$ cat src/rtl/types_pkg.sv
// Shared types for the TIS node: operand sources, port-access modes and the
// read/write FSM state encodings used by tis_port_hub.
package types_pkg;

    localparam int DEF_NUM_PORTS = 4;

    typedef enum logic [1:0] {
        SRC_ACC  = 2'd0,
        SRC_IMM  = 2'd1,
        SRC_NIL  = 2'd2,
        SRC_PORT = 2'd3
    } src_t;

    typedef enum logic [1:0] {
        PORT = 2'd0,
        ANY  = 2'd1,
        LAST = 2'd2,
        NIL  = 2'd3
    } port_mode_t;

    typedef enum logic [1:0] {
        R_IDLE = 2'd0,
        R_SCAN = 2'd1,
        R_WAIT = 2'd2,
        R_DONE = 2'd3
    } rd_state_t;

    typedef enum logic [1:0] {
        W_IDLE = 2'd0,
        W_WAIT = 2'd1,
        W_DONE = 2'd2
    } wr_state_t;

    // Collapse a requested mode to the three behaviours the FSMs implement:
    // LAST without history and out-of-range ports degrade to NIL.
    function automatic port_mode_t resolve_mode(input port_mode_t mode,
                                                input logic last_vld,
                                                input logic port_ok);
        port_mode_t eff;
        eff = NIL;
        case (mode)
            PORT:    eff = port_ok ? PORT : NIL;
            ANY:     eff = ANY;
            LAST:    eff = last_vld ? PORT : NIL;
            default: eff = NIL;
        endcase
        return eff;
    endfunction

endpackage

$ cat src/rtl/tis_port_arb.sv
// Port arbiter: lowest-index requester wins, or round-robin starting after
// last_port when TIS_ANY_RR_EN is defined.
module tis_port_arb
    import types_pkg::*;
#(
    parameter int NUM_PORTS = DEF_NUM_PORTS,
    localparam int PW = (NUM_PORTS > 1) ? $clog2(NUM_PORTS) : 1
) (
    input  logic [NUM_PORTS-1:0] req,
    input  logic [PW-1:0]        last_port,
    input  logic                 last_vld,
    output logic [PW-1:0]        grant,
    output logic                 found
);

`ifdef TIS_ANY_RR_EN
    logic [PW:0]          start;
    logic [NUM_PORTS-1:0] ge_mask;
    logic [NUM_PORTS-1:0] hi_req;

    // start may equal NUM_PORTS, which empties ge_mask and wraps to port 0
    assign start = last_vld ? ({1'b0, last_port} + 1'b1) : '0;

    for (genvar gi = 0; gi < NUM_PORTS; gi++) begin : g_mask
        assign ge_mask[gi] = ((PW+1)'(gi) >= start);
    end

    assign hi_req = req & ge_mask;

    always_comb begin
        grant = '0;
        found = |req;
        for (int i = NUM_PORTS - 1; i >= 0; i--) begin
            if (req[i]) grant = PW'(i);
        end
        for (int i = NUM_PORTS - 1; i >= 0; i--) begin
            if (hi_req[i]) grant = PW'(i);
        end
    end
`else
    logic unused_hist;
    assign unused_hist = ^{last_port, last_vld};

    always_comb begin
        grant = '0;
        found = 1'b0;
        for (int i = NUM_PORTS - 1; i >= 0; i--) begin
            if (req[i]) begin
                found = 1'b1;
                grant = PW'(i);
            end
        end
    end
`endif

endmodule

$ cat src/rtl/tis_port_hub.sv
// Neighbour-port hub for a TIS node: independent read and write FSMs with
// PORT/ANY/LAST/NIL addressing. Define TIS_ANY_RR_EN for round-robin ANY.
module tis_port_hub
    import types_pkg::*;
#(
    parameter int WORD_SIZE = 11,
    parameter int NUM_PORTS = DEF_NUM_PORTS,
    localparam int PW = (NUM_PORTS > 1) ? $clog2(NUM_PORTS) : 1
) (
    input  logic                           clk,
    input  logic                           rst,
    input  logic                           rd_req,
    input  logic [1:0]                     rd_mode,
    input  logic [PW-1:0]                  rd_port,
    output logic                           rd_done,
    output logic [WORD_SIZE-1:0]           rd_data,
    input  logic                           wr_req,
    input  logic [1:0]                     wr_mode,
    input  logic [PW-1:0]                  wr_port,
    input  logic [WORD_SIZE-1:0]           wr_data,
    output logic                           wr_done,
    input  logic [NUM_PORTS-1:0]           in_valid,
    output logic [NUM_PORTS-1:0]           in_ready,
    input  logic [NUM_PORTS*WORD_SIZE-1:0] in_data,
    output logic [NUM_PORTS-1:0]           out_valid,
    input  logic [NUM_PORTS-1:0]           out_ready,
    output logic [WORD_SIZE-1:0]           out_data,
    output logic [PW-1:0]                  last_port,
    output logic                           last_vld
);

    rd_state_t            rd_state;
    wr_state_t            wr_state;
    logic [PW-1:0]        rd_sel, wr_sel;
    logic                 rd_any, wr_any;
    logic [PW-1:0]        rd_tgt, wr_tgt, rd_win, wr_win;
    logic                 rd_found, wr_found;
    port_mode_t           rd_eff, wr_eff;
    logic [NUM_PORTS-1:0] rd_tgt_oh, rd_win_oh, wr_sel_oh, wr_win_oh;
    logic [WORD_SIZE-1:0] in_word [NUM_PORTS];
    logic                 rd_xfer, wr_xfer;

    assign rd_tgt = (port_mode_t'(rd_mode) == LAST) ? last_port : rd_port;
    assign wr_tgt = (port_mode_t'(wr_mode) == LAST) ? last_port : wr_port;
    assign rd_eff = resolve_mode(port_mode_t'(rd_mode), last_vld, int'(rd_port) < NUM_PORTS);
    assign wr_eff = resolve_mode(port_mode_t'(wr_mode), last_vld, int'(wr_port) < NUM_PORTS);

    tis_port_arb #(.NUM_PORTS(NUM_PORTS)) u_rd_arb (
        .req       (in_valid),
        .last_port (last_port),
        .last_vld  (last_vld),
        .grant     (rd_win),
        .found     (rd_found)
    );

    tis_port_arb #(.NUM_PORTS(NUM_PORTS)) u_wr_arb (
        .req       (out_ready),
        .last_port (last_port),
        .last_vld  (last_vld),
        .grant     (wr_win),
        .found     (wr_found)
    );

    for (genvar gi = 0; gi < NUM_PORTS; gi++) begin : g_port
        assign rd_tgt_oh[gi] = (rd_tgt == PW'(gi));
        assign rd_win_oh[gi] = (rd_win == PW'(gi));
        assign wr_sel_oh[gi] = (wr_sel == PW'(gi));
        assign wr_win_oh[gi] = (wr_win == PW'(gi));
        assign in_word[gi]   = in_data[gi*WORD_SIZE +: WORD_SIZE];
    end

    // ANY write offers to every port until one is ready, then only to the winner
    always_comb begin
        out_valid = '0;
        if (wr_state == W_WAIT) begin
            if (wr_any) out_valid = wr_found ? wr_win_oh : '1;
            else        out_valid = wr_sel_oh;
        end
    end

    assign rd_xfer = (rd_state == R_WAIT) && in_valid[rd_sel] && in_ready[rd_sel];
    assign wr_xfer = |(out_valid & out_ready);

    always_ff @(posedge clk or posedge rst) begin
        if (rst) begin
            rd_state <= R_IDLE;
            in_ready <= '0;
            rd_done  <= 1'b0;
            rd_data  <= '0;
            rd_sel   <= '0;
            rd_any   <= 1'b0;
        end else begin
            rd_done <= 1'b0;
            unique case (rd_state)
                R_IDLE: begin
                    if (rd_req) begin
                        rd_any <= (rd_eff == ANY);
                        rd_sel <= rd_tgt;
                        case (rd_eff)
                            PORT: begin
                                in_ready <= rd_tgt_oh;
                                rd_state <= R_WAIT;
                            end
                            ANY: rd_state <= R_SCAN;
                            default: begin
                                rd_data  <= '0;
                                rd_done  <= 1'b1;
                                rd_state <= R_DONE;
                            end
                        endcase
                    end
                end
                R_SCAN: begin
                    if (rd_found) begin
                        rd_sel   <= rd_win;
                        in_ready <= rd_win_oh;
                        rd_state <= R_WAIT;
                    end
                end
                R_WAIT: begin
                    if (rd_xfer) begin
                        rd_data  <= in_word[rd_sel];
                        in_ready <= '0;
                        rd_done  <= 1'b1;
                        rd_state <= R_DONE;
                    end else if (rd_any && !in_valid[rd_sel]) begin
                        // winner withdrew its offer; re-arbitrate
                        in_ready <= '0;
                        rd_state <= R_SCAN;
                    end
                end
                R_DONE:  rd_state <= R_IDLE;
                default: rd_state <= R_IDLE;
            endcase
        end
    end

    always_ff @(posedge clk or posedge rst) begin
        if (rst) begin
            wr_state <= W_IDLE;
            wr_done  <= 1'b0;
            out_data <= '0;
            wr_sel   <= '0;
            wr_any   <= 1'b0;
        end else begin
            wr_done <= 1'b0;
            unique case (wr_state)
                W_IDLE: begin
                    if (wr_req) begin
                        wr_any <= (wr_eff == ANY);
                        wr_sel <= wr_tgt;
                        if (wr_eff == NIL) begin
                            wr_done  <= 1'b1;
                            wr_state <= W_DONE;
                        end else begin
                            out_data <= wr_data;
                            wr_state <= W_WAIT;
                        end
                    end
                end
                W_WAIT: begin
                    if (wr_xfer) begin
                        wr_done  <= 1'b1;
                        wr_state <= W_DONE;
                    end
                end
                W_DONE:  wr_state <= W_IDLE;
                default: wr_state <= W_IDLE;
            endcase
        end
    end

    // Read side wins when both FSMs complete an ANY transfer together
    always_ff @(posedge clk or posedge rst) begin
        if (rst) begin
            last_port <= '0;
            last_vld  <= 1'b0;
        end else if (rd_xfer && rd_any) begin
            last_port <= rd_sel;
            last_vld  <= 1'b1;
        end else if (wr_xfer && wr_any) begin
            last_port <= wr_win;
            last_vld  <= 1'b1;
        end
    end

endmodule
$ cat config.mk
export PLATFORM = sky130hd
export DESIGN_NAME = tis_port_hub
export DESIGN_NICKNAME = d
export VERILOG_FILES = /design/src/rtl/types_pkg.sv /design/src/rtl/tis_port_arb.sv /design/src/rtl/tis_port_hub.sv
export SDC_FILE = /design/constraint.sdc
export NUM_CORES = 1
export LEC_CHECK = 0
export CORE_MARGIN = 2
export CORE_UTILIZATION = 43
export CTS_BUF_LIST = sky130_fd_sc_hd__clkbuf_4 sky130_fd_sc_hd__clkbuf_8
export DETAILED_ROUTE_END_ITERATION = 6
export GPL_TIMING_DRIVEN = 0
export MAX_ROUTING_LAYER = met4
export PLACE_DENSITY = 0.83
export SYNTH_ARGS = -nofsm -noshare
export SYNTH_HDL_FRONTEND = slang
export SYNTH_SLANG_ARGS = --single-unit
$ cat constraint.sdc
create_clock -name clk -period 2.69 [get_ports clk]
set_clock_uncertainty 0.05 [all_clocks]
set_input_delay 0.6725 -clock clk [delete_from_list [all_inputs] [get_ports clk]]
set_output_delay 0.6725 -clock clk [all_outputs]
set_load 0.02 [all_outputs]
* After elaboration in Yosys (flattened, before gate mapping) *
Cells that the tools add are included.

cells by class
  bitwise gates (word level) = 3
  order comparisons = 2
  equality and inequality tests = 31
  add/subtract/negate cells = 0
  $mul = 0
  shifts and indexed selects = 0
  mux-type cells = 66
  reductions and logical operators = 29
  divide/modulo/power cells = 0

operators with widths
  operator                                              count
  two-way mux 11 bit                                    5
  two-way mux 2 bit                                     22
  two-way mux 4 bit                                     8
  equality test 2 bit (second input constant)           13
  binary-select mux 11 bit (select 2 bit)               1
  case mux 11 bit (2 select lines)                      1
  equality test 2 x 1 -> 1 bit (second input constant)  10
  zero test 2 bit                                       9
  two-way mux 1 bit                                     18
  != test 2 bit (second input constant)                 6
  case mux 2 bit (2 select lines)                       3
  case mux 2 bit (3 select lines)                       2
  case mux 4 bit (3 select lines)                       1
  AND reduction 3 bit                                   3
  case mux 2 bit (4 select lines)                       1
  AND reduction 2 bit                                   3
  nonzero test 2 bit                                    3
  logical AND 1 bit                                     5
  AND reduction 5 bit                                   1
  bitwise AND 4 bit                                     1
  binary-select mux 1 bit (select 2 bit)                2
  case mux 1 bit (2 select lines)                       2
  AND reduction 4 bit                                   1
  OR reduction 4 bit                                    1
  9 further kinds                                       9

storage, ports and cells
  bits in registers = 41
  output and inout bits = 35
  bits of input ports = 75
  RAM bits = 0
  bits in read-only memories = 0
  memories kept = 0
  word-level logic and storage cells = 144
  bits in latches = 0

* Depth between registers and ports, before layout *
Gate-level depths: netlist (run 1).

  word-level depth = 13
  depth in mapped cells = 9
  depth with buffers taken out = 7

* By module *
From an unflattened synthesis (run 1), not the netlist that was laid out.

unflattened totals
  cell total of the unflattened synthesis = 232
  area total of the unflattened synthesis = 2461.1 µm²

by module, submodules not included
  module        times used  seq. area each (µm²)  area each (µm²)  cells each
  tis_port_hub  1           1026.0                2391.0           218
  tis_port_arb  2           0.0                   35.0             7

* Least setup slack after synthesis (run 1) *
No wires, ideal clock.

  path kind = input-to-reg
  start = in wr_req
  end = reg out_data[0]
  data arrival time = 1.874 ns
  path buffers = 1
  cell stages on the path = 4
  slack = 0.642 ns
  setup time = 0.125 ns
  required time = 2.515 ns
  cell sequence = nor3b_2 -> a21boi_1 -> buf_2 -> mux2_2

on the way
  longest elaborated chain between the ends = 1

RTL lines
  item                           line                 source
  start: declaration             tis_port_hub.sv:17   input logic wr_req,
  AND reduction 3 bit (no line)  --
  end signal: assignment         tis_port_hub.sv:156  out_data <= wr_data;
  end: declaration               tis_port_hub.sv:27   output logic [WORD_SIZE-1:0] out_data,

Every way passes these cells.
A chain may end at the register's enable or synchronous reset.

* Final worst setup path (run 1) *
  start = in out_ready[0]
  end = out out_valid[3]

on the way
  longest elaborated chain between the ends = 5
  elaborated cells between the ends (all ways) = 6
  classes of those cells = 1 x eq/ne; 5 x mux

RTL lines
  item                                 line                source
  start: declaration                   tis_port_hub.sv:26  input logic [NUM_PORTS-1:0] out_ready,
  two-way mux 2 bit                    tis_port_arb.sv:48  if (req[i]) begin
  equality test 2 bit                  tis_port_hub.sv:68  assign wr_win_oh[gi] = (wr_win == PW'(gi));
  two-way mux 4 bit (*) (2 in series)  tis_port_hub.sv:76  if (wr_any) out_valid = wr_found ? wr_win_oh : '1;
  two-way mux 4 bit (*)                tis_port_hub.sv:75  if (wr_state == W_WAIT) begin
  end: declaration                     tis_port_hub.sv:25  output logic [NUM_PORTS-1:0] out_valid,

Mark *: on every way between the ends. The rest lies on a longest branch, timed or not.

==> results of run 1 <==
## power by group
| group | internal (W) | leakage, nW | switching, W |
|---|---|---|---|
| combinational | 0.000530 | 1.00 | 0.000460 |
| clock | 0.000179 | 0.0439 | 0.000210 |
| sequential | 0.000764 | 0.521 | 0.000109 |
| total | 0.00147 | 1.57 | 0.000779 |
## synthesized netlist by cell type (all sizes together) (2+ instances only)
cell     count
nand3b       2
mux4        12
o22ai        3
o21ai       20
nor3b        3
clkbuf       6
or3          2
mux2        17
o2bb2ai      4
nor2        14
buf          4
nor2b        6
nor3         5
a21boi       2
nand2       33
nand2b       7
ha           3
a21oi       14
nand3        3
a32o         2
inv         12
mux2i        6
dfrtp       41
## cell families (layout without fill, tap and decap cells)
kind of cell,count (synthesis),in the layout,share of synthesized area (%)
adders and majority gates,3,3,1.56
buffers and inverters,22,139,3.90
DFF,41,41,42.6
AOI/OAI and AO/OA,54,54,13.8
and+or+nand+nor,79,79,16.3
muxes,35,35,21.8
## stage by stage
step / util [%] / TNS, ns / hold WS [ns] / worst slack [ns]
2_1_floorplan: - / 0 / 0.444 / 0.642
3_3_place_gp: 65.6 / -1.83 / 0.412 / -0.403
6_report: 67.4 / 0 / 0.433 / 0.144
4_1_cts: 67.3 / 0 / 0.438 / 0.00997
5_1_grt: 67.4 / 0 / 0.458 / 0.0531
3_5_place_dp: 65.6 / -2.38 / 0.420 / -0.430
## area by class of cell
type	count	area (um^2)	share of cell area [%]
clock inverters	3	17.5	0.475
well taps	72	90.1	2.44
flip-flops and latches	41	1030	27.8
clock buffers	5	68.8	1.87
multi-input cells	171	1300	35.3
inverters	12	45.0	1.22
plain buffers	10	48.8	1.32
repair buffers	109	1090	29.6
## per-layer routing
layer	global-route usage, %	part of all wire [%]	vias to the layer above	routed length, um
met5	-	0	-	0
met4	5.69	1.5	0	92
met3	4.32	6.3	10	385
met2	37.0	52	86	3160
met1	25.0	41	1063	2490
li1	-	-	1082	-
## worst reg2reg max path: stages (launching register included)
cell	delay (ns)
dfrtp_1	0.40
inv_1	0.09
ha_1	0.27
inv_1	0.10
o311ai_1	0.51
clkbuf_1	0.38
o21ai_0	0.16
## placed cells by master (no fill, tap or decap), types with 3 or more instances in the layout
cell | Yosys | final
dlygate4sd2_1 | 0 | 3
o21ai_0 | 20 | 20
ha_1 | 3 | 3
o2bb2ai_1 | 4 | 4
nor2_1 | 14 | 13
mux2i_1 | 6 | 6
nand2_1 | 32 | 32
mux4_2 | 11 | 11
clkbuf_8 | 0 | 5
nor3_1 | 5 | 3
nor2b_1 | 6 | 6
dfrtp_1 | 41 | 41
clkbuf_1 | 6 | 6
nand2b_1 | 7 | 7
mux2_2 | 15 | 15
a21oi_1 | 14 | 14
buf_2 | 3 | 3
inv_1 | 12 | 11
clkdlybuf4s50_1 | 0 | 101
o22ai_1 | 3 | 3
## sequential cells by signal (all words and copies together), names as in the netlist, 2 cells and up
signal / cells
last_port: 2
in_ready: 4
wr_state: 2
wr_sel: 2
rd_data: 11
out_data: 11
rd_state: 2
rd_sel: 2
## timing repair
item,4_1_cts,5_1_grt
gates resized for setup,13,4
pin swaps,0,1
setup endpoints to repair,4,4
hold buffers,0,0
## final timing paths
kind                         startpoint           end  slack [ns]  depth (start not counted)
setup reg to reg            rd_state[0]    rd_data[1]        0.59                          6
max in group asynchronous           rst    rd_data[5]        1.23                          2
setup / recovery           out_ready[0]  out_valid[3]        0.14                          6
hold reg to reg              rd_data[6]    rd_data[6]        0.43                          2
min in group asynchronous           rst   out_data[7]        0.82                          2
hold / removal               rd_data[6]    rd_data[6]        0.43                          2
==> results.md, run 1 <==
- Wirelength per Cell: between 10 and 15 um
- Crit-path max cell delay: ~0.3 ns
- WP buf/inv: 2
- Hold Fails Final Rpt: 0
- Bufs on Longest Clock Path: 2
- H-tree levels: 2
- Num CTS Buffers: 5
- CTS Root Cell: clkbuf_8
- Ys async rst share: 100%
- Clock transition at the registers of the reported paths: around 0.080 ns
- Row cnt: 27
- Relative max-transition margin: between 40% and 50%
- Residual DRC count: 0
- Largest net degree at the start of global routing: 42
- Initial antenna violation count: 0
- Clock sinks: about 40
- RSZ-0062 raised after global routing: no
- WL final: 6130 um
- Area Growth Syn to Fin: 53.1%
- N_diodes: 0
- Cells after Synth: 234
- LEAKAGE: roughly 1.6 nW
- Worst Path Max Fanout: 6
- CP startpoint kind: input pin
- Die outline height: 78.8 um
- Worst-margin pin slew: 0.848 ns
- Setup violators final: 0
- Placed cell area: 3590 um^2
- Post-DRT Antenna Nets: 0
- Post-DR vias/cell: between 5 and 6
- Global-route wire length before repair: between 10000 and 15000 um
- Ports: between 100 and 150
- Top cell family by delay on the critical path: buffers and inverters
- Filler cell count: 470
- Clock latency on the worst-skew pair: 0.28 ns
- Post-route clock period utilization: a little over nine tenths
- Tmin final: roughly 2.5 ns
- CTS tree: done
- Cell area after layout: approximately 3700 um^2
- Fin. max-slew vios: 0
- Post-synth EDFFs: 0
- Cell area power density: between 600 and 700 nW/um^2
- Main synth FF type: dfrtp_1
- Share of layout cells above drive strength 1: between 10% and 20%
- YS warnings: 0
- Seq cells post-synth: between 40 and 50
- Syn avg cell area: 10.3 um^2
- Initial DRC Count: a little over 90
- Initial DRT Pass Iterations: 4
- CP Data Arrival Time: 1.82 ns
- Max-cap check violation count: 0
- NumNets Final: approximately 430
- Post-synth top area share: 42.6%
- CP endpoint kind: primary output
- Total number of vias: approximately 2200
- Core box area: between 5000 and 6000 um^2
- Post-synth top area cell: dfrtp_1
- Die ar.: 6220 um^2
- Slowest cell on the critical path: dlygate4sd2_1
- HP Class: flop to flop
- Net Count, Synth: 312
- Gp weighted congestion: 0.865
- Die Span X: between 70 and 80 um
- Fmax: about 400 MHz
- CP Class: input pin to primary output
- VDD IR max: approximately 0.35 mV
- CP cell instances: dlygate4sd2_1 -> nor3_2 -> nand2_1 -> o21ai_0 -> and2_1 -> clkdlybuf4s15_2
- GRT Util Overall: a little over a fifth
- Mapped Area: 2410 um^2
- Total gr overflow: 0
- Placed insts: ~420
- Worst EP required: slightly below 2 ns
- Vias in the first global route: around 2200
- IO Port Bufs: 109
- Fin cells: around 420
- Starting Density: about 44%
- Synth area leaders: dfrtp_1, mux4_2, mux2_2
- Overall power: between 0.002 and 0.0025 W
- Status: complete, no violations
- Sequential fraction of the synthesis area: a little over two fifths
- Synth unique cells: 43
- Setup Fix Bufs, Post-CTS: 0
- Detailed placement HPWL: 4820 um
(Power assumes the default switching activity.)
==> run 2: changes to the inputs <==
--- a/config.mk
+++ b/config.mk
@@ -11,7 +11,7 @@
 export DETAILED_ROUTE_END_ITERATION = 6
 export GPL_TIMING_DRIVEN = 0
 export MAX_ROUTING_LAYER = met4
-export PLACE_DENSITY = 0.83
+export PLACE_DENSITY_LB_ADDON = 0.05
 export SYNTH_ARGS = -nofsm -noshare
 export SYNTH_HDL_FRONTEND = slang
 export SYNTH_SLANG_ARGS = --single-unit
==> results.md, run 2 (synthesized netlist as in run 1, its figures left out) <==
- Gp weighted congestion: 0.854 (was 0.865)
- Max-cap check violation count: 0 (unchanged)
- Post-DRT Antenna Nets: 0 (unchanged)
- CP cell instances: dlygate4sd2_1 -> nor3_2 -> nand2_1 -> o21ai_0 -> and2_1 -> clkdlybuf4s15_2 (unchanged)
- Setup ws final: 0.181 ns (was 0.144 ns)
- H-tree levels: 2 (unchanged)
- Die outline height: 78.8 um (unchanged)
- Commonest non-fill, non-tap cell in the layout: clkdlybuf4s50_1 (unchanged)
- RR Startpoint: rd_state[0] (unchanged)
- Residual DRC count: 0 (unchanged)
- Post-route clock period utilization: 93.3% (was 94.6%)
- Row cnt: 27 (unchanged)
- Worst EP required: 1.97 ns (about the same)
- FF-to-FF End: rd_data[7] (was rd_data[1])
- Filler cell count: 454 (was 470)
- Die Span X: 78.8 um (unchanged)
- Cell area power density: 660 nW/um^2 (was 611 nW/um^2)
- Ports: 110 (unchanged)
- Relative max-transition margin: 44.7% (was 43.4%)
- Clock latency on the worst-skew pair: 0.29 ns (was 0.28 ns)
- Tmin final: 2.51 ns (was 2.55 ns)
- Hold Fails Final Rpt: 0 (unchanged)
- LEAKAGE: 1.59 nW (was 1.57 nW)
- RSZ-0062 raised after global routing: no (unchanged)
- Global-route wire length before repair: 10300 um (was 10100 um)
- Detailed placement HPWL: 4790 um (was 4820 um)
- Starting Density: 44.0% (unchanged)
- Core box area: 5470 um^2 (unchanged)
- Num CTS Buffers: 5 (unchanged)
- NumNets Final: 428 (unchanged)
- Slowest cell on the critical path: dlygate4sd2_1 (unchanged)
- Area Growth Syn to Fin: 55.4% (was 53.1%)
- Total negative setup slack: 0 ns (unchanged)
- GRT Util Overall: 21.4% (was 21.1%)
- Crit-path max cell delay: 0.31 ns (was 0.30 ns)
- Total gr overflow: 0 (unchanged)
- Initial DRC Count: 99 (was 91)
- CP endpoint kind: primary output (unchanged)
- CTS Root Cell: clkbuf_8 (unchanged)
- Vias in the first global route: 2192 (was 2220)
- Sequential Area: 1030 um^2 (unchanged)
- Total number of vias: 2203 (was 2241)
- Status: complete, no violations (unchanged)
- Worst Path Max Fanout: 6 (unchanged)
- Setup violators final: 0 (unchanged)
- Clock sinks: 41 (unchanged)
- Initial DRT Pass Iterations: 4 (unchanged)
- Fin. max-slew vios: 0 (unchanged)
- CTS tree: done (unchanged)
- Wirelength per Cell: 14.6 um (was 14.5 um)
- DP Worst Slack: -0.417 ns (was -0.430 ns)
- N_diodes: 0 (unchanged)
- CP endpoint: out_valid[3] (unchanged)
- R2r worst-path depth: 7 (was 6)
- CP startpoint kind: input pin (unchanged)
- Worst-margin pin slew: 0.828 ns (was 0.848 ns)
- IO Port Bufs: 109 (unchanged)
- CP Class: input pin to primary output (unchanged)
- Initial antenna violation count: 0 (unchanged)
- Biggest regs: out_data: 11 flops, rd_data: 11 flops, in_ready: 4 flops (unchanged)
- WL final: 6190 um (was 6130 um)
- Fmax: 399 MHz (was 393 MHz)
- Bufs on Longest Clock Path: 2 (unchanged)
- Share of layout cells above drive strength 1: 14.0% (unchanged)
- CP startpoint: out_ready[0] (unchanged)
- Most frequent cells in the layout: clkdlybuf4s50_1, dfrtp_1, nand2_1 (unchanged)
- Multi-input logic area: 1300 um^2 (about the same)
- Clock transition at the registers of the reported paths: 0.08 ns (about the same)
- VDD IR max: 0.432 mV (was 0.351 mV)
- Reg2reg setup slack: 0.59 ns (about the same)
- Largest net degree at the start of global routing: 42 (unchanged)
- Die ar.: 6220 um^2 (unchanged)
- Post-DR vias/cell: 5.21 (was 5.30)
- CP Data Arrival Time: 1.79 ns (was 1.82 ns)
- HP Class: flop to flop (unchanged)
==> run 2: worst min path at each step <==
stage                start     endpoint  slack, ns  depth (start not counted)
2_1_floorplan  rd_state[0]  rd_state[0]       0.44                          1
3_3_place_gp    rd_data[8]   rd_data[8]       0.41                          2
3_5_place_dp    rd_data[0]   rd_data[0]       0.42                          2
4_1_cts         rd_data[0]   rd_data[0]       0.44                          2
5_1_grt         rd_data[4]   rd_data[4]       0.47                          2
6_report        rd_data[0]   rd_data[0]       0.44                          2
==> run 2: layout make-up <==
class	instances	area share (%)
Buffer	10	1.30
Timing Repair Buffer	109	29.3
Clock buffer	5	1.84
Clock inverter	3	1.84
Sequential cell	41	27.4
Multi-Input combinational cell	171	34.7
Tap cell	72	2.41
Inverter	12	1.20
==> run 2: routing by layer <==
layer	track usage [%]	vias to the layer above	wire length, um
li1	-	1082	-
met1	27.7	1044	2770
met2	35.2	71	3060
met3	4.09	6	305
met4	5.17	0	59
met5	-	-	0
==> run 2: through the flow <==
| step | utilization [%] | instance area, um^2 | total power (W) | instances | hold WS, ns |
|---|---|---|---|---|---|
| after floorplan | - | 2410 | 0.00142 | 234 | 0.444 |
| after global placement | 65.6 | 3590 | 0.00187 | 415 | 0.412 |
| after detailed placement | 65.6 | 3590 | 0.00190 | 415 | 0.419 |
| after CTS | 68.2 | 3730 | 0.00249 | 423 | 0.438 |
| after global routing | 68.4 | 3740 | 0.00262 | 423 | 0.469 |
| final | 68.4 | 3740 | 0.00247 | 423 | 0.435 |
==> run 2: power by group <==
| part | total, W | internal, W | switching (W) | leakage (nW) |
|---|---|---|---|---|
| clock network | 0.000602 | 0.000374 | 0.000229 | 0.0687 |
| registers | 0.000878 | 0.000763 | 0.000114 | 0.521 |
| logic | 0.000992 | 0.000533 | 0.000458 | 0.999 |
==> run 2: what timing repair did <==
item	4_1_cts	5_1_grt
hold buffers	0	0
resized for setup	14	3
buffers inserted	0	0
endpoints found under the hold margin	0	0
setup endpoints to repair	4	4
pin swaps	0	0
==> run 2: critical path: cells and delay by family <==
kind	cells	cell delay [ns]
simple gates	3	0.44
buf+inv	2	0.56
compound gates	1	0.11
==> RTL change 1, RTL diff (flow settings as in run 1) <==
Encoding of `rd_state_t`: now one-hot (4 bits for 4 states).
--- a/src/rtl/types_pkg.sv
+++ b/src/rtl/types_pkg.sv
@@ -18,11 +18,11 @@
         NIL  = 2'd3
     } port_mode_t;
 
-    typedef enum logic [1:0] {
-        R_IDLE = 2'd0,
-        R_SCAN = 2'd1,
-        R_WAIT = 2'd2,
-        R_DONE = 2'd3
+    typedef enum logic [3:0] {
+        R_IDLE = 4'b0001,
+        R_SCAN = 4'b0010,
+        R_WAIT = 4'b0100,
+        R_DONE = 4'b1000
     } rd_state_t;
 
     typedef enum logic [1:0] {
Behaviour: no difference found for any inputs over 4 cycles, from zero or initial values and one cycle with rst high; so few cycles prove little.
==> RTL change 1 against run 1 <==
- clock power is 5.7% higher
- cell area is 3.6% higher
- setup slack worse by 23 ps
- power is 1.4% lower
- sequential cell count is 2 higher
- synthesized area is 5.9% higher
- register-to-register slack better by 20 ps
- final cell count is 0.95% lower
- critical endpoint is now out_valid[2]
- routed wire length is 0.44% lower
==> RTL change 1: results (changes against run 1) <==
status=finished, final reports clean; Post-synth top cells=dfrtp_1 (42), inv_1 (19), nor2_1 (17), mux2i_1 (16), a21oi_1 (15); Setup crit start=out_ready[2]; initial DRC count=57 (-37%); Peak VDD IR=0.376 mV (+7.1%); Synth Area in Compound Gates=0.101 (-0.0372); DR WL met2=3210 microns (+1.4%); r2r startpoint=wr_state[0]$_DFFE_PP0P_; sequential area share after synthesis=0.422 (-0.00371); Synth Area in Adders=0 (-0.0156); combinational group share of total power=0.421 (-0.019); Std-Cell Rows=28 (+3.7%); WHS=460 ps (+27.6 ps); HPWL Detailed=4830 microns (+0.28%); Area contributors post-synth=dfrtp_1 (41%), mux4_2 (9.7%), mux2i_1 (6.3%), mux2_2 (6.2%), a21oi_1 (2.9%); critical hold path startpoint=out_data[2]$_DFFE_PP0P_; Synth Net Count=301 (-3.5%); hold endpoint=out_data[2]$_DFFE_PP0P_; reg-to-reg slack, setup=610 ps (+20 ps); via-per-instance ratio=5.26 (-0.67%); hold depth=1 (-1); dpl cells=410 (-1.2%); Met1 Routed Length=2480 microns (-0.28%); crit path to=out_valid[2]; met3 WL=390 microns (+1.3%); Arr. time, crit path=1850 ps (+30 ps); met1 global-route usage=0.242 (-0.00826); worst-path fanout max=4 (-2)
RTL change 1: final cells by class:
| class | count | area (sq um) | area share |
|---|---|---|---|
| inverters | 19 | 71.3 | 0.0187 |
| clock inverters | 3 | 23.8 | 0.00622 |
| repair buffers | 110 | 1080 | 0.282 |
| flip-flops and latches | 43 | 1080 | 0.282 |
| well taps | 75 | 93.8 | 0.0246 |
| multi-input cells | 155 | 1350 | 0.353 |
| clock buffers | 5 | 68.8 | 0.0180 |
| plain buffers | 9 | 60.1 | 0.0157 |
RTL change 1: timing repair:
item / 4_1_cts / 5_1_grt
buffers inserted: 1 / 0
pin swaps: 1 / 1
gates cloned: 0 / 0
hold endpoints to repair: 0 / 0
gates resized for setup: 6 / 7
setup endpoints to repair: 4 / 4
RTL change 1: worst reg2reg max path, delay by kind of cell, from the launching register on:
family,cells,cell delay [ps]
flops,1,400
compound gates,1,450
buf+inv,1,270
simple gates,1,440
mux,1,350
==> RTL change 2, RTL diff (flow settings as in run 1) <==
Without the edit above. `WORD_SIZE`: 11 -> 13.
--- a/src/rtl/tis_port_hub.sv
+++ b/src/rtl/tis_port_hub.sv
@@ -3,7 +3,7 @@
 module tis_port_hub
     import types_pkg::*;
 #(
-    parameter int WORD_SIZE = 11,
+    parameter int WORD_SIZE = 13,
     parameter int NUM_PORTS = DEF_NUM_PORTS,
     localparam int PW = (NUM_PORTS > 1) ? $clog2(NUM_PORTS) : 1
 ) (
Interface: changed (resized in_data, out_data, rd_data and wr_data); port bits go from 110 to 124. The function was not compared with the original's and may differ.
==> RTL change 2 against run 1 <==
- cell area grew 13%
- highest routed layer unchanged
- first-iteration DRC count is 13% higher
- via count up 13%
- final cell count increased by 9.2%
- critical path type is now in -> reg
- synthesized area grew 12%
- setup slack worse by 45 ps
- routed wire length is 20% higher
- sequential cell count grew 4
Power is not compared: it rests on default switching activity, and its combinational part moved more than twofold at a synthesized area within 25%.
==> RTL change 2: results (changes against run 1) <==
RePlAce Congestion=0.851 (-1.7%); worst-path fanout max=7 (+1); # Post-CTS Setup Buffers=0 (unchanged); Max clock buf depth=2 (unchanged); pre-CTS WS=-415 ps (+14.9 ps); status=finished, final reports clean; hold depth=2 (unchanged); antenna cells=0 (unchanged); drt wl/cell=16.0 microns (+10%); GRT Total Usage=0.226 (+0.0150); vias after detailed routing=2,530 (+13%); antenna violations before repair=0 (unchanged); P_sw=1.80 mW; Layout Nets=474 (+11%); Syn. warnings=0 (unchanged); critical hold path startpoint=rd_data[4]$_DFFE_PP0P_; reg-to-reg slack, setup=430 ps (-160 ps); worst-skew pair later-pin latency=300 ps (+20 ps); hold endpoint=rd_data[4]$_DFFE_PP0P_; largest net degree at the start of global routing=41 (-2.4%); Reg-to-Reg End=in_ready[0]$_DFFE_PP0P_; H-tree Lvls=2 (unchanged); Port Buf Inserts=123 (+13%); r2r startpoint=rd_state[1]$_DFFE_PP0P_; initial DRC count=103 (+13%); global-route wire length before repair=12,300 microns (+22%); P_leak=1.69 nW; Post-synth top cells=dfrtp_1 (45), nand2_1 (38), o21ai_0 (25), nor2_1 (16), mux4_2 (15); cts bufs inserted=5 (unchanged); Root Driver=clkbuf_8; number of cells on the worst reg-to-reg path=8 (+2); Hold Crit Class=reg -> reg; clk slew on worst S/H paths=90 ps; Peak VDD IR=0.538 mV; sequential area share after synthesis=0.417 (-0.00931); Syn Area/Cell=10.6 sq um (+3.0%); area post-placement=0.00405 sq mm (+13%); ys async rst share=1.00 (unchanged); Synth Net Count=343 (+9.9%); WHS=436 ps (+3.70 ps); dpl cells=454 (+9.4%); number of global-route vias before repair=2,579 (+16%); Area contributors post-synth=dfrtp_1 (42%), mux4_2 (13%), mux2_2 (5.8%), nand2_1 (5.3%), o21ai_0 (4.6%); number of iterations in the first detailed-routing pass=4 (unchanged); HPWL Detailed=5800 microns (+20%); Top Registers=out_data x13, rd_data x13, in_ready x4; via-per-instance ratio=5.48 (+3.4%); share of layout cells above drive strength 1=0.171 (+0.0309); Most used DFF post-synth=dfrtp_1; CP max stage delay=550 ps (+250 ps); number of distinct library cells after synthesis=51 (+19%); CP max-delay cell=mux4_2; worst slew pin tran=580 ps (-267 ps)
[RTL change 2: worst max-delay path, delay by kind of cell]
family                 cells  cell delay, ps
multiplexers               2             850
AO/OA/AOI/OAI              1             240
buffers and inverters      1             540
AND/OR/NAND/NOR            2             430
[RTL change 2: metal layers]
layer | wire length (microns) | vias to the layer above | part of all wire | track usage
met4 | 136 | 0 | 0.018 | 0.0671
met5 | 0 | - | 0 | -
met1 | 2900 | 1204 | 0.39 | 0.281
met3 | 547 | 15 | 0.074 | 0.0457
li1 | - | 1179 | - | -
met2 | 3800 | 132 | 0.51 | 0.376
[RTL change 2: worst max-delay path by stage]
stage | from | endpoint | slack, ps | cells after the start
CTS | out_ready[1] | out_valid[3] | 5 | 6
global route | in_valid[1] | in_ready[0]$_DFFE_PP0P_ | 40 | 6
global placement | out_ready[0] | out_valid[3] | -410 | 6
floorplan | in_valid[0] | in_ready[0]$_DFFE_PP0P_ | 490 | 5
detailed placement | out_ready[0] | out_valid[3] | -410 | 6
finish | in_valid[1] | in_ready[0]$_DFFE_PP0P_ | 100 | 6
[RTL change 2: timing repair]
| action | 4_1_cts | 5_1_grt |
|---|---|---|
| endpoints found under the setup margin | 4 | 13 |
| resized for setup | 12 | 6 |
| hold endpoints to repair | 0 | 0 |
[RTL change 2: kinds of logic (layout without fill, tap and decap cells)]
| group | Yosys count | in the layout | share of synthesized area |
|---|---|---|---|
| compound gates | 62 | 62 | 0.153 |
| fa+ha+maj | 3 | 3 | 0.0139 |
| buf+inv | 23 | 155 | 0.0500 |
| flops | 45 | 45 | 0.417 |
| mux | 35 | 35 | 0.207 |
| simple gates | 87 | 87 | 0.159 |
[RTL change 2: metrics by stage]
stage                     utilization  power [mW]
after floorplan                     -        2.86
after global placement          0.672        3.78
after detailed placement        0.676        3.86
after CTS                       0.692        4.29
after global routing            0.693        4.56
final                           0.693        4.27
[RTL change 2: final cells by class]
cell class / count / area, sq um
plain buffers: 11 / 90.1
clock buffers: 5 / 68.8
clock inverters: 3 / 25.0
fillers: 450 / 1840
inverters: 12 / 45.0
multi-input cells: 187 / 1460
flip-flops and latches: 45 / 1130
well taps: 75 / 93.8
repair buffers: 124 / 1250
[RTL change 2: power groups by stage]
stage	registers [mW]	clock network (mW)	logic, mW
detailed placement	1.21	0	2.65
global placement	1.19	0	2.59
floorplan	1.46	0	1.40
finish	1.20	0.438	2.63
global route	1.25	0.477	2.84
CTS	1.20	0.446	2.65
